<file path="config.mk">
export PLATFORM = sky130hd
export DESIGN_NAME = sb_mixer_lo_ctrl
export DESIGN_NICKNAME = d
export VERILOG_FILES = /design/src/rtl/sb_mixer_lo_ctrl.sv
export SDC_FILE = /design/constraint.sdc
export NUM_CORES = 1
export LEC_CHECK = 0
export BUFFER_PORTS_ARGS = -buffer_cell sky130_fd_sc_hd__buf_2
export CAP_MARGIN = 20
export CORE_MARGIN = 2
export CORE_UTILIZATION = 40
export DETAILED_ROUTE_END_ITERATION = 10
export SLEW_MARGIN = 20
export SYNTH_ARGS = -nofsm -noshare
export SYNTH_HDL_FRONTEND = slang
export SYNTH_SLANG_ARGS = --single-unit
</file>
<file path="constraint.sdc">
create_clock -name clk -period 4.55 [get_ports clk]
set_clock_uncertainty 0.05 [all_clocks]
set_input_delay 0.6825 -clock clk [delete_from_list [all_inputs] [get_ports clk]]
set_output_delay 0.6825 -clock clk [all_outputs]
set_load 0.01 [all_outputs]
</file>
<file path="src/rtl/sb_mixer_lo_ctrl.sv">
// sb_mixer_lo_ctrl: LO sequencer for the double-balanced mixer.
// Divides clk into a 50%-duty LO square wave and owns the IF mute. New
// dividers arrive over valid/ready and are applied only on whole-period
// boundaries (lo_out falling edge), so no runt pulses reach the mixer.
//
// Ports:
//   clk        system clock
//   rst        synchronous active-high reset
//   en         run request (level)
//   cfg_valid  divider offer valid
//   cfg_div    requested half-period in clk cycles (0 treated as 1)
//   cfg_ready  block can accept a divider
//   lo_out     LO drive to the mixer
//   if_mute    IF path mute (high unless in RUN)
//   busy       state != IDLE
//   state      IDLE=0, WARMUP=1, RUN=2, DRAIN=3
module sb_mixer_lo_ctrl #(
  parameter int unsigned DIV_W         = 8,
  parameter int unsigned WARMUP_CYCLES = 16
) (
  input  logic             clk,
  input  logic             rst,
  input  logic             en,
  input  logic             cfg_valid,
  input  logic [DIV_W-1:0] cfg_div,
  output logic             cfg_ready,
  output logic             lo_out,
  output logic             if_mute,
  output logic             busy,
  output logic [1:0]       state
);

  localparam int unsigned WCNT_W = (WARMUP_CYCLES > 1) ? $clog2(WARMUP_CYCLES) : 1;
  localparam logic [WCNT_W-1:0] WCNT_LAST = WCNT_W'(WARMUP_CYCLES - 1);
  localparam logic [WCNT_W-1:0] WCNT_ONE  = WCNT_W'(1);
  localparam logic [DIV_W-1:0]  DIV_ONE   = DIV_W'(1);

  typedef enum logic [1:0] {
    ST_IDLE   = 2'd0,
    ST_WARMUP = 2'd1,
    ST_RUN    = 2'd2,
    ST_DRAIN  = 2'd3
  } state_e;

  state_e             state_q, state_d;
  logic               lo_q, lo_d;
  logic [DIV_W-1:0]   cnt_q, cnt_d;
  logic [WCNT_W-1:0]  wcnt_q, wcnt_d;
  logic [DIV_W-1:0]   div_act_q, div_act_d;
  logic [DIV_W-1:0]   pend_q, pend_d;
  logic               pend_full_q, pend_full_d;
  logic               ready_q, ready_d;
  logic               mute_q, mute_d;
  logic               busy_q, busy_d;

  logic [DIV_W-1:0]   cfg_div_fix;
  logic               wrap;
  logic               boundary;
  logic               apply;

  // Zero divider would never wrap; treat it as the fastest legal rate.
  assign cfg_div_fix = (cfg_div == '0) ? DIV_ONE : cfg_div;
  assign wrap        = (cnt_q == (div_act_q - DIV_ONE));
  // Period boundary: last cycle of the high half, i.e. lo_out is about to fall.
  assign boundary    = wrap & lo_q;
  assign apply       = boundary & pend_full_q;

  // State register and all registered outputs.
  always_ff @(posedge clk) begin
    if (rst) begin
      state_q     <= ST_IDLE;
      lo_q        <= 1'b0;
      cnt_q       <= '0;
      wcnt_q      <= '0;
      div_act_q   <= DIV_ONE;
      pend_q      <= '0;
      pend_full_q <= 1'b0;
      ready_q     <= 1'b1;
      mute_q      <= 1'b1;
      busy_q      <= 1'b0;
    end else begin
      state_q     <= state_d;
      lo_q        <= lo_d;
      cnt_q       <= cnt_d;
      wcnt_q      <= wcnt_d;
      div_act_q   <= div_act_d;
      pend_q      <= pend_d;
      pend_full_q <= pend_full_d;
      ready_q     <= ready_d;
      mute_q      <= mute_d;
      busy_q      <= busy_d;
    end
  end

  // Next-state, divider and handshake logic.
  always_comb begin
    state_d     = state_q;
    lo_d        = lo_q;
    cnt_d       = cnt_q;
    wcnt_d      = wcnt_q;
    div_act_d   = div_act_q;
    pend_d      = pend_q;
    pend_full_d = pend_full_q;

    if (state_q == ST_IDLE) begin
      lo_d  = 1'b0;
      cnt_d = '0;
      // LO is stopped, so a pending divider can be taken immediately.
      if (pend_full_q) begin
        div_act_d   = pend_q;
        pend_full_d = 1'b0;
      end
      if (en) begin
        state_d = ST_WARMUP;
        wcnt_d  = '0;
      end
    end else begin
      if (wrap) begin
        cnt_d = '0;
        lo_d  = ~lo_q;
      end else begin
        cnt_d = cnt_q + DIV_ONE;
      end
      if (apply) begin
        div_act_d   = pend_q;
        pend_full_d = 1'b0;
      end

      case (state_q)
        ST_WARMUP: begin
          wcnt_d = wcnt_q + WCNT_ONE;
          if (!en) begin
            state_d = ST_DRAIN;
          end else if (apply) begin
            // Retune during warm-up restarts the settle window.
            wcnt_d = '0;
          end else if (wcnt_q == WCNT_LAST) begin
            state_d = ST_RUN;
          end
        end
        ST_RUN: begin
          if (!en) begin
            state_d = ST_DRAIN;
          end else if (apply) begin
            state_d = ST_WARMUP;
            wcnt_d  = '0;
          end
        end
        ST_DRAIN: begin
          if (boundary) begin
            lo_d    = 1'b0;
            cnt_d   = '0;
            state_d = ST_IDLE;
          end
        end
        default: state_d = ST_IDLE;
      endcase
    end

    // Capture only when ready, which implies pending is empty (no apply clash).
    if (cfg_valid && ready_q) begin
      pend_d      = cfg_div_fix;
      pend_full_d = 1'b1;
    end

    ready_d = ~pend_full_d;
    mute_d  = (state_d != ST_RUN);
    busy_d  = (state_d != ST_IDLE);
  end

  assign state     = state_q;
  assign lo_out    = lo_q;
  assign cfg_ready = ready_q;
  assign if_mute   = mute_q;
  assign busy      = busy_q;

endmodule

</file>
==> results.toml <==
[layout]
post_route_cells_drive_above_1_share_pct = 13.9
fillCellCount = 405
nets = 225
areaGrowthSynthToFinish_pct = 13.6
multi_input_area_um2 = 898
layout.area.seq_um2 = 701
num_antenna_cells = 0

[sta]
drv_slew = 0
rsz0062_at_grt = "no"
tightest_slew_ns = 0.904
holdWs_ns = 0.406
fin_crit_sh_pct = 73.0
fmax_mhz = 301
fin_crit_ns = 3.32
finalHoldViolations = 0
slew_headroom_pct = 39.3
fin_setup_tns_ns = 0
setup_viol = 0

[worst_setup_path]
critPathMaxFanout = 9
arrival_ns = 3.45
crit_path_end_kind = "register"
crit_type = "register to register"
worstPathRequired_ns = 4.68
cp-start-kind = "register"

[floorplan]
io_pins = 18
die_w_um = 68.1
die_h_um = 68.1
core_area_um2 = 3970
initial_core_util_pct = 41.4
dieArea_um2 = 4640
rows = 23

[power_and_ir_drop]
powerDensity_nw_per_um2 = 377
finalPower_uw = 704
p_leak_nw = 0.810
peakVddDrop_v = 0.000216

[drt]
vias = 1302
ant_nets = 0
first_pass_iters = 4
wirelength_um = 2870
drc = 0
vias_per_cell = 5.03
detail_route.iter0.violations = 56
wl_per_cell_um = 11.1

[cts]
clk_pin_slew_ns = 0.07
cts_resized = 0
cts_post_setup_buffers_inserted = 0
postCtsHoldBufs = 0
cts.root.buffer_cell = "clkbuf_8"
cts_tree = "built"
clockBufferDepth = 2
htree_levels = 2
insertion_delay_ns = 0.29
numCtsBuffers = 5
cts_num_sinks = 35

[synthesis]
synth_top_area_share_pct = 42.6
synth_edf_count = 0
synth_area_per_cell_um2 = 8.52
syn_area_um2 = 1640
ys_types = 35
yosys_warnings = 0
synth_area_leaders = "dfxtp_1, nand2_1, nor2_1, xor2_1, mux2i_1"
synth_fp_nets = 209
synthTopCellsByCount = "dfxtp_1, nand2_1, nor2_1"
ys_async_sr_fraction_pct = 0
yosysSeqAreaShare_pct = 42.6
yosysMostFrequentCell = "dfxtp_1"
ys_seq_elements = 35
ys.flop_type = "dfxtp_1"
synthCells = 193
yosysTopAreaCell = "dfxtp_1"

[worst_hold_path]
hp-class = "register to register"

[run]
cap_viol_max_count = 0

[global_routing]
track_usage_pct = 15.2
antenna_found_initial = 0
grt_max_degree = 24
overflow = 0
grt_pass1_vias = 1229
grt_pass1_wl_um = 5320

[placed_design]
gp_congestion = 0.733
hpwl_um = 2110
port-buffer-count = 17

[run_status]
status = "finished clean"
## sequential cells by signal, indices dropped and copies added, names as in the netlist, 2 cells and up
register,flops
cnt_q,8
div_act_q,8
pend_q,8
state,2
wcnt_q,4
## stage by stage
stage / cells / setup WS [ns] / instance area [um^2] / util, %
after CTS: 259 / 1.19 / 1870 / 47.0
after floorplan: 193 / 1.47 / 1640 / -
final: 259 / 1.23 / 1870 / 47.0
after global routing: 259 / 0.970 / 1870 / 47.0
after detailed placement: 252 / 1.21 / 1760 / 44.4
after global placement: 252 / 1.27 / 1760 / 44.4
## logic make-up (layout without fill, tap and decap cells)
group,after synthesis,in the layout,synth area share [%]
simple gates,90,90,25.1
flops,35,35,42.6
compound gates,26,26,12.0
xor+xnor,18,18,9.59
buf+inv,12,28,2.74
mux,8,8,4.87
fa+ha+maj,4,4,3.04
## path summary, 6_finish.rpt
| kind | slack (ns) | endpoint | cells after the start | start |
|---|---|---|---|---|
| worst max-delay path | 1.23 | wcnt_q[3] | 10 | div_act_q[0] |
| worst min-delay path | 0.41 | pend_q[1] | 2 | pend_q[1] |
| worst min register to register | 0.41 | pend_q[1] | 2 | pend_q[1] |
| worst max register to register | 1.23 | wcnt_q[3] | 10 | div_act_q[0] |
## cells in the final DEF, fill, tap and decap left out, types with 5 or more instances in the layout
cell type,n
xnor2_1,7
dfxtp_1,35
clkbuf_8,5
a21oi_1,10
nand2_1,29
buf_2,17
nand3_1,5
nor3_1,7
mux2i_1,8
nor2_1,29
xor2_1,11
## per-layer routing
layer	share of wire, %	vias up	global-route usage (%)
met3	2.8	7	3.95
met2	44	14	24.6
met1	50	593	18.6
met5	0	-	0
li1	-	688	-
met4	2.4	0	7.50
## critical path: stages (launching register included)
cell	delay (ns)
dfxtp_1	0.36
or4_1	0.56
nor4_1	0.28
a211oi_1	0.12
a2111oi_4	0.62
ha_1	0.40
nand3b_1	0.11
a21oi_1	0.35
nand4_1	0.16
xor2_1	0.15
nor2_1	0.05
## power by group
group	internal (mW)	total [mW]	switching (mW)
sequential	0.322	0.337	0.0147
combinational	0.0445	0.100	0.0557
clock	0.160	0.267	0.107
## cell type report
class,instances,share of cell area (%)
timing repair buffer,17,4.55
sequential,35,37.5
clock buffer,5,3.68
inverter,4,0.804
multi-input combinational,146,48.1
tap,50,3.35
clock inverter,2,2.01
No activity file was read; power rests on OpenSTA's default activity.
